===== config.mk =====
export PLATFORM = sky130hd
export DESIGN_NAME = fetch_unit
export DESIGN_NICKNAME = d
export VERILOG_FILES = /design/src/rtl/fetch_unit.sv
export SDC_FILE = /design/constraint.sdc
export NUM_CORES = 1
export LEC_CHECK = 0
export ABC_AREA = 1
export CAP_MARGIN = 20
export CORE_MARGIN = 3
export CORE_UTILIZATION = 28
export DETAILED_ROUTE_END_ITERATION = 16
export PLACE_DENSITY = 0.47
export SETUP_SLACK_MARGIN = 0.3
export SYNTH_ARGS = -nofsm -noshare
export SYNTH_HDL_FRONTEND = slang
export SYNTH_SLANG_ARGS = --single-unit

===== constraint.sdc =====
create_clock -name Clock -period 4.33 [get_ports Clock]
set_input_delay 0.866 -clock Clock [delete_from_list [all_inputs] [get_ports Clock]]
set_output_delay 0.866 -clock Clock [all_outputs]
set_load 0.01 [all_outputs]

===== src/rtl/fetch_unit.sv =====
// fetch_unit: instruction fetch stage with a hardware return-address stack.
// PC drives the ROM address combinationally; the ROM word and its address are
// registered for decode. CALL/RET are resolved here, branches come from execute.
// Optional build macro FETCH_STACK_GUARD_EN: stack overflow/underflow raises a
// sticky oError and halts fetch. Without it the stack is circular and an empty
// pop restarts at address 0.
//
// Handshake: there is no ready/valid pair. oValid qualifies oInstruction/oPC
// for exactly the cycles decode should consume them. iStall (decode not ready)
// freezes every fetch register. iBranchTaken is a single-cycle redirect that
// wins over iStall and squashes the word currently held for decode.

`ifndef CALL
`define CALL 4'hA
`endif
`ifndef RET
`define RET 4'hB
`endif

module fetch_unit #(
  parameter int ADDR_W      = 16,
  parameter int INSTR_W     = 28,
  parameter int STACK_DEPTH = 8
) (
  input  logic               Clock,
  input  logic               Reset,
  output logic [ADDR_W-1:0]  oAddress,
  input  logic [INSTR_W-1:0] iInstruction,
  input  logic               iStall,
  input  logic               iBranchTaken,
  input  logic [ADDR_W-1:0]  iBranchTarget,
  output logic [INSTR_W-1:0] oInstruction,
  output logic [ADDR_W-1:0]  oPC,
  output logic               oValid,
  output logic               oError,
  output logic               oDebugState
);

  localparam int SP_W    = $clog2(STACK_DEPTH);
  // Logical nesting depth needs to count past STACK_DEPTH so that a circular
  // stack still knows how many pops are backed by a push.
  localparam int DEPTH_W = SP_W + 2;

  typedef enum logic {RUN = 1'b0, HALT = 1'b1} state_t;

  state_t               state_q, state_d;
  logic [ADDR_W-1:0]    pc_q, pc_d;
  logic [SP_W-1:0]      sp_q, sp_d;
  logic [DEPTH_W-1:0]   depth_q, depth_d;
  logic [ADDR_W-1:0]    stack_mem [STACK_DEPTH];
  logic [INSTR_W-1:0]   instr_q;
  logic [ADDR_W-1:0]    opc_q;
  logic                 valid_q, valid_d;
  logic                 capture;
  logic                 push_en;
  logic                 fault;

  logic [3:0]           opcode;
  logic                 is_call, is_ret;
  logic [ADDR_W-1:0]    call_target;
  logic [ADDR_W-1:0]    pc_inc;
  logic [SP_W-1:0]      rd_idx;
  logic                 stack_full, stack_empty;

  assign opcode      = iInstruction[27:24];
  assign is_call     = (opcode == `CALL);
  assign is_ret      = (opcode == `RET);
  assign call_target = {{(ADDR_W-8){1'b0}}, iInstruction[23:16]};
  assign pc_inc      = pc_q + ADDR_W'(1);
  assign rd_idx      = sp_q - SP_W'(1);
  assign stack_full  = (depth_q >= DEPTH_W'(STACK_DEPTH));
  assign stack_empty = (depth_q == '0);

  assign oAddress     = pc_q;
  assign oInstruction = instr_q;
  assign oPC          = opc_q;
  assign oValid       = valid_q;
  assign oDebugState  = (state_q == HALT);

  // Next-state, PC selection and stack control for one fetch cycle.
  always_comb begin
    state_d = state_q;
    pc_d    = pc_q;
    sp_d    = sp_q;
    depth_d = depth_q;
    valid_d = valid_q;
    capture = 1'b0;
    push_en = 1'b0;
    fault   = 1'b0;
    if (state_q == HALT) begin
      valid_d = 1'b0;
    end else if (iBranchTaken) begin
      pc_d    = iBranchTarget;
      valid_d = 1'b0;
    end else if (!iStall) begin
      if (is_call) begin
`ifdef FETCH_STACK_GUARD_EN
        fault = stack_full;
`endif
        if (!fault) begin
          push_en = 1'b1;
          sp_d    = sp_q + SP_W'(1);
          depth_d = (depth_q == '1) ? depth_q : depth_q + DEPTH_W'(1);
          pc_d    = call_target;
          capture = 1'b1;
          valid_d = 1'b1;
        end
      end else if (is_ret) begin
`ifdef FETCH_STACK_GUARD_EN
        fault = stack_empty;
`endif
        if (!fault) begin
          capture = 1'b1;
          valid_d = 1'b1;
          if (stack_empty) begin
            pc_d = '0;
          end else begin
            pc_d    = stack_mem[rd_idx];
            sp_d    = rd_idx;
            depth_d = depth_q - DEPTH_W'(1);
          end
        end
      end else begin
        pc_d    = pc_inc;
        capture = 1'b1;
        valid_d = 1'b1;
      end
      if (fault) begin
        state_d = HALT;
        valid_d = 1'b0;
      end
    end
  end

  // Fetch state, stack pointer and decode-side output registers.
  always_ff @(posedge Clock or negedge Reset) begin
    if (!Reset) begin
      state_q <= RUN;
      pc_q    <= '0;
      sp_q    <= '0;
      depth_q <= '0;
      instr_q <= '0;
      opc_q   <= '0;
      valid_q <= 1'b0;
    end else begin
      state_q <= state_d;
      pc_q    <= pc_d;
      sp_q    <= sp_d;
      depth_q <= depth_d;
      valid_q <= valid_d;
      if (capture) begin
        instr_q <= iInstruction;
        opc_q   <= pc_q;
      end
    end
  end

  // Return-address storage; contents are meaningless until pushed.
  always_ff @(posedge Clock) begin
    if (push_en) begin
      stack_mem[sp_q] <= pc_inc;
    end
  end

`ifdef FETCH_STACK_GUARD_EN
  logic err_q;

  // Sticky fault flag, cleared only by reset.
  always_ff @(posedge Clock or negedge Reset) begin
    if (!Reset) begin
      err_q <= 1'b0;
    end else if (fault) begin
      err_q <= 1'b1;
    end
  end

  assign oError = err_q;
`else
  logic unused_ok;
  assign unused_ok = stack_full;
  assign oError    = 1'b0;
`endif

endmodule


==> results by group, run 1 <==
Clock tree
  • Clock buffer depth: 2
  • CTS Hold Bufs: 0
  • Clk sink count: 197
  • Root buffer cell: clkbuf_16
  • Clock slew at reported path FFs: 80 ps
  • CTS tree: yes
  • CTS buffer count: 17
  • Worst skew pair latency: 440 ps
  • Gates resized, CTS repair: 0
  • Postcts setup bufs: 0
  • H-tree Lvls: 4

Final layout
  • Fill cells: 3,077
  • Final #Nets: 1,034
  • Fin area: 10,800 um^2
  • Layout area overhead: 23.9%
  • ANT cells: 0
  • Non-filler cells, final: 1,390
  • Share of post-route cells with drive strength above 1: 0.0775

Timing
  • Endpoints failing hold: 0
  • Final min period: 2910 ps
  • Slew @ Worst Pin: 975 ps
  • Worst rel slew slack: 0.350
  • Fmax achieved: 0.344 GHz
  • Final WS setup: 1420 ps
  • Final period utilization: 0.672
  • Setup violators final: 0
  • Setup TNS: 0 ps
  • Slew Viols, Final: 0
  • RSZ-0062 raised after global routing: no
  • Clock skew: 18.3 ps

GRT
  • Largest net degree at the start of global routing: 78
  • Gr usage total: 0.139
  • First-pass GRT wire length: 36,400 um
  • Number of global-route vias before repair: 6,196
  • Initial antenna violation count: 0
  • Total gr overflow: 0

Power
  • P_int: 3.65 mW
  • Sw Ratio: 0.380
  • Peak VDD IR: 0.323 mV
  • Tot Pwr: 5.89 mW
  • P_leak: 4.32 nW
  • Sw power: 2.24 mW
  • Sequential share of power: 0.389
  • Logic pwr share: 0.342
  • Pwr dens: 543 nW/um^2
  • Clock share of power: 0.269

Placement
  • HPWL after DPL: 15,800 um
  • Cells after DPL: 1,358
  • Worst slack at placement: 1080 ps
  • Gpl congestion: 0.773
  • Number of port buffers: 108
  • Placed Area: 10,200 um^2

Routing
  • DR WL/cell: 16.5 um
  • WL final: 22,900 um
  • DR iter-0 viols: 443
  • Vias per inst: 4.48
  • Post-route ant nets: 0
  • DRC Markers: 0
  • 1st-pass router iterations: 4
  • Via Count: 6,232

Critical path
  • Top cell by count, worst path: nand2_1
  • CP Class: flop to flop
  • Worst EP required: 4660 ps
  • Cell Chain, Critical Path: inv_1 > ha_1 > inv_1 > nand3_1 > nand3_1 > nand3_1 > nand2_1 > nand2_1 > nand2_1 > nand2_1 > nand2_1
  • CP peak stage delay: 960 ps
  • CP Launch Type: flop
  • Crit-path max FO: 27
  • Slowest cell on the critical path: ha_1
  • Data arrival, critical path: 3240 ps
  • Worst setup EP type: flop

Floorplan
  • Die Width: 183 um
  • # rows: 64
  • Full die area: 33,400 um^2
  • IO Pins: 111
  • Initial core utilization: 0.285
  • Height of the die: 183 um
  • Core area: 30,700 um^2

Run status
  • Outcome: finished clean

Yosys
  • Sequential-to-total area share from yosys stat: 0.637
  • Syn. warnings: 0
  • FF+latch count, synth: 197
  • Synth Instances: 881
  • Synth Cell Area: 8750 um^2
  • Asr flop ratio synth: 0.350
  • EDFF count, synth: 128
  • Yosys top cell area share: 0.439
  • Area leader, netlist: edfxtp_1
  • Most frequent cell after synthesis: nand2_1
  • Distinct cells, synth: 33
  • Synth top area cells: edfxtp_1, dfrtp_1, nand2_1, o21ai_0, nor2_1
  • Top FF cell, synth: edfxtp_1
  • Post-synth top cells: nand2_1, edfxtp_1, nor2_1, o21ai_0, dfrtp_1
  • Mapped Avg Cell Area: 9.93 um^2

Job
  • Max-Cap Viols: 0

Hold path
  • Hold Path Class: flop to flop
[power groups by stage]
| stage | Clock [mW] | Sequential, mW | Combinational (mW) |
|---|---|---|---|
| final | 1.58 | 2.29 | 2.01 |
| after global routing | 1.71 | 2.31 | 2.29 |
| after CTS | 1.64 | 2.29 | 2.06 |
| after detailed placement | 0 | 2.33 | 2.05 |
| after global placement | 0 | 2.33 | 2.06 |
| after floorplan | 0 | 2.32 | 1.35 |
[registers in the layout, summed over array words and instances, names as in the netlist]
signal	flops
oAddress	16
depth_q	5
stack_mem	128
oPC	16
sp_q	3
oInstruction	28
oValid	1
[metal layers]
| metal | vias to the layer above | global-route usage | wire length, um |
|---|---|---|---|
| met2 | 164 | 0.207 | 9910 |
| li1 | 3123 | - | - |
| met1 | 2928 | 0.195 | 11100 |
| met5 | - | 0 | 0 |
| met4 | 0 | 0.0384 | 289 |
| met3 | 17 | 0.0434 | 1600 |
[cell type report]
| type | instances | area (um^2) | area share |
|---|---|---|---|
| repair buffers | 123 | 1190 | 0.110 |
| well taps | 396 | 495 | 0.0457 |
| multi-input cells | 569 | 2710 | 0.250 |
| clock inverters | 15 | 178 | 0.0164 |
| flip-flops and latches | 197 | 5570 | 0.514 |
| clock buffers | 17 | 425 | 0.0392 |
| inverters | 73 | 274 | 0.0253 |
[worst max-delay path: cells and delay by family, from the launching register on]
| kind | cells | cell delay [ps] |
|---|---|---|
| flip-flops | 1 | 510 |
| adder cells (fa/ha/maj) | 1 | 960 |
| buffers and inverters | 2 | 580 |
| AND/OR/NAND/NOR | 8 | 760 |
[cell usage in the layout, fill, tap and decap left out, types with 2 or more instances in the layout]
cell type          n
xor2_1            11
inv_2              7
nand2_2            3
conb_1             2
clkbuf_16         17
nand4_1            5
o211ai_1          29
and2_1             2
nor2_4             3
ha_1               5
clkdlybuf4s50_1  107
edfxtp_1         128
a21oi_1            9
clkinvlp_4         3
clkinv_8           4
nand2_1          235
dfrtp_1           68
nand3_2            2
nor2_1            99
inv_8              5
nand3_1           36
inv_1             66
nor3_2             7
o21ai_0           96
o21ai_1           12
nor2_2             3
buf_4             16
nor3_1             3
[path summary, 6_finish.rpt]
path	startpoint	endpoint	slack, ps	depth (start not counted)
setup reg to reg	sp_q[1]	oAddress[3]	1420	11
setup / recovery	sp_q[1]	oAddress[3]	1420	11
max in group asynchronous	Reset	sp_q[0]	3140	1
min in group asynchronous	Reset	oInstruction[20]	560	1
hold / removal	oInstruction[5]	oInstruction[5]	480	2
hold reg to reg	oInstruction[5]	oInstruction[5]	480	2
[per-stage QoR]
step            util  hold slack [ps]
4_1_cts        0.353              484
5_1_grt        0.353              506
6_report       0.353              482
3_5_place_dp   0.334              460
2_1_floorplan      -              471
3_3_place_gp   0.334              453
[cell families after synthesis]
family          Yosys count  synth area share
simple gates            399             0.186
flops                   197             0.637
compound gates          149            0.0955
buf+inv                 116            0.0579
xor+xnor                 14            0.0157
fa+ha+maj                 5           0.00715
other cells               1          0.000429
Note: power is estimated with default switching activity, not from simulation.
==> run 2: changes to the inputs <==
clock period = 2.85 ns   (was 4.33 ns; I/O delays follow)
==> run 2 against run 1 <==
Utilization rose by 0.86 points. Count of clock-buffer cells in the layout did not move. Clock skew is 3.0 ps lower. Die area is the same. Non-clock buffer count up 16. Critical path depth down 10. First-iteration DRC count increased by 1.1%. Design area grew 2.4%. Global-route usage increased by 0.65 points. Routed wire length rose by 4.3%. Via count is 1.8% higher.
==> results by group, run 2 (synthesis results as in run 1) <==
Run status
  • Outcome: finished clean (unchanged)

Final layout
  • Share of post-route cells with drive strength above 1: 0.0931 (was 0.0775)
  • ANT cells: 0 (unchanged)
  • Most common cell after layout, fill and taps aside: nand2_1 (unchanged)
  • Non-filler cells, final: 1,406 (was 1,390)
  • Fill cells: 3,114 (was 3,077)
  • Most frequent cells in the layout: nand2_1, edfxtp_1, clkdlybuf4s50_1 (unchanged)
  • Max FFs per register: 128 (unchanged)
  • Reg with most FFs: stack_mem (unchanged)
  • Final #Nets: 1,050 (was 1,034)
  • Layout area overhead: 26.9% (was 23.9%)

Critical path
  • Slowest cell on the critical path: clkdlybuf4s50_1 (was ha_1)
  • Crit path max-delay family: buffers and inverters (was adder cells)
  • CP peak stage delay: 640 ps (was 960 ps)
  • CP Launch Type: flop (unchanged)
  • Crit-path max FO: 7 (was 27)
  • Worst setup path startpoint: oAddress[6] (was sp_q[1])
  • Worst EP required: 2280 ps (was 4660 ps)
  • CP Class: flop to output pin (was flop to flop)
  • Worst setup EP type: output pin (was flop)
  • Worst Path Buf+Inv: 1 (was 2)
  • Cell Chain, Critical Path: clkdlybuf4s50_1 (was inv_1 > ha_1 > inv_1 > nand3_1 > nand3_1 > nand3_1 > nand2_1 > nand2_1 > nand2_1 > nand2_1 > nand2_1)
  • Data arrival, critical path: 1700 ps (was 3240 ps)
  • Worst R2R Start: sp_q[1] (unchanged)

Placement
  • Number of port buffers: 108 (unchanged)
  • HPWL after DPL: 16,700 um (was 15,800 um)
  • Worst slack at placement: 348 ps (was 1080 ps)
  • Gpl congestion: 0.762 (was 0.773)
  • Cells after DPL: 1,374 (was 1,358)

Clock tree
  • CTS Hold Bufs: 0 (unchanged)
  • H-tree Lvls: 4 (unchanged)
  • Clock slew at reported path FFs: 80 ps (about the same)
  • Worst skew pair latency: 440 ps (about the same)
  • Clock buffer depth: 2 (unchanged)
  • Root buffer cell: clkbuf_16 (unchanged)
  • CTS buffer count: 17 (unchanged)
  • Gates resized, CTS repair: 0 (unchanged)
  • Clk sink count: 197 (unchanged)
  • Postcts setup bufs: 0 (unchanged)
  • CTS tree: yes (unchanged)

Timing
  • Clock skew: 15.3 ps (was 18.3 ps)
  • Setup violators final: 0 (unchanged)
  • Fmax achieved: 0.441 GHz
  • Slew @ Worst Pin: 723 ps (was 975 ps)
  • Final period utilization: 0.796
  • Endpoints failing hold: 0 (unchanged)
  • Final min period: 2270 ps
  • Setup TNS: 0 ps (unchanged)
  • Worst rel slew slack: 0.518 (was 0.350)
  • RSZ-0062 raised after global routing: no (unchanged)
  • Slew Viols, Final: 0 (unchanged)
  • Final WS setup: 582 ps (was 1420 ps)

Power
  • Pwr dens: 846 nW/um^2 (was 543 nW/um^2)
  • P_leak: 4.45 nW (was 4.32 nW)
  • Peak VDD IR: 0.635 mV (was 0.323 mV)

Routing
  • DR WL/cell: 17.0 um (was 16.5 um)
  • DR iter-0 viols: 448 (was 443)
  • DRC Markers: 0 (unchanged)
  • WL final: 23,900 um (was 22,900 um)
  • Vias per inst: 4.51 (was 4.48)
  • Via Count: 6,342 (was 6,232)
  • 1st-pass router iterations: 5 (was 4)
  • Post-route ant nets: 0 (unchanged)

Floorplan
  • Height of the die: 183 um (unchanged)
  • Core area: 30,700 um^2 (unchanged)
  • IO Pins: 111 (unchanged)
  • Full die area: 33,400 um^2 (unchanged)
  • # rows: 64 (unchanged)
  • Die Width: 183 um (unchanged)
  • Initial core utilization: 0.285 (unchanged)

GRT
  • Total gr overflow: 0 (unchanged)
  • Gr usage total: 0.145 (was 0.139)
  • First-pass GRT wire length: 37,900 um (was 36,400 um)
  • Number of global-route vias before repair: 6,395 (was 6,196)
  • Largest net degree at the start of global routing: 70 (was 78)
  • Initial antenna violation count: 0 (unchanged)

Hold path
  • Hold Path Class: primary input to asynchronous set/reset pin (was flop to flop)

Job
  • Max-Cap Viols: 0 (unchanged)
## run 2: cell types whose count changed in the layout (fill, tap and decap cells not counted)
cell,delta
buf_12,+7
buf_4,+9
bufinv_16,+4
clkinv_8,-3
clkinvlp_4,-3
dfrtp_1,-1
dfrtp_2,+1
inv_12,-1
inv_6,+5
inv_8,-2
## run 2: stage by stage
| stage | area (um^2) | hold slack (ps) | power [mW] | utilization |
|---|---|---|---|---|
| after floorplan | 8750 | 274 | 5.58 | - |
| after global placement | 10400 | 454 | 6.82 | 0.341 |
| after detailed placement | 10400 | 461 | 6.80 | 0.341 |
| after CTS | 11100 | 111 | 9.51 | 0.362 |
| after global routing | 11100 | 126 | 10.0 | 0.362 |
| final | 11100 | 109 | 9.39 | 0.362 |
## run 2: final timing paths
check	cells past startpoint	slack, ps	to
worst max register to register	11	590	oAddress[7]
worst min-delay path	1	110	oInstruction[16]
max in group asynchronous	2	2060	oAddress[13]
worst min register to register	2	480	oInstruction[5]
worst max-delay path	1	580	oAddress[6]
min in group Clock	2	480	oInstruction[5]
## run 2: where the power goes
group / switching (mW) / total [mW] / internal [mW]
combinational: 2.06 / 3.21 / 1.14
sequential: 0.199 / 3.49 / 3.29
clock: 1.18 / 2.69 / 1.52
## run 2: final cells by class
class / count / area (um^2) / area share
Sequential cell: 197 / 5570 / 0.502
Clock inverter: 15 / 231 / 0.0208
Timing Repair Buffer: 139 / 1400 / 0.126
Inverter: 73 / 274 / 0.0247
Clock buffer: 17 / 425 / 0.0383
Multi-Input combinational cell: 569 / 2710 / 0.244
Tap cell: 396 / 495 / 0.0446
## run 2: metal layers
metal | wire length [um] | track usage | part of all wire | vias to the layer above
li1 | - | - | - | 3158
met1 | 11400 | 0.208 | 0.48 | 3000
met2 | 10600 | 0.219 | 0.44 | 166
met3 | 1640 | 0.0393 | 0.069 | 18
met4 | 234 | 0.0369 | 0.0098 | 0
met5 | 0 | 0 | 0 | -
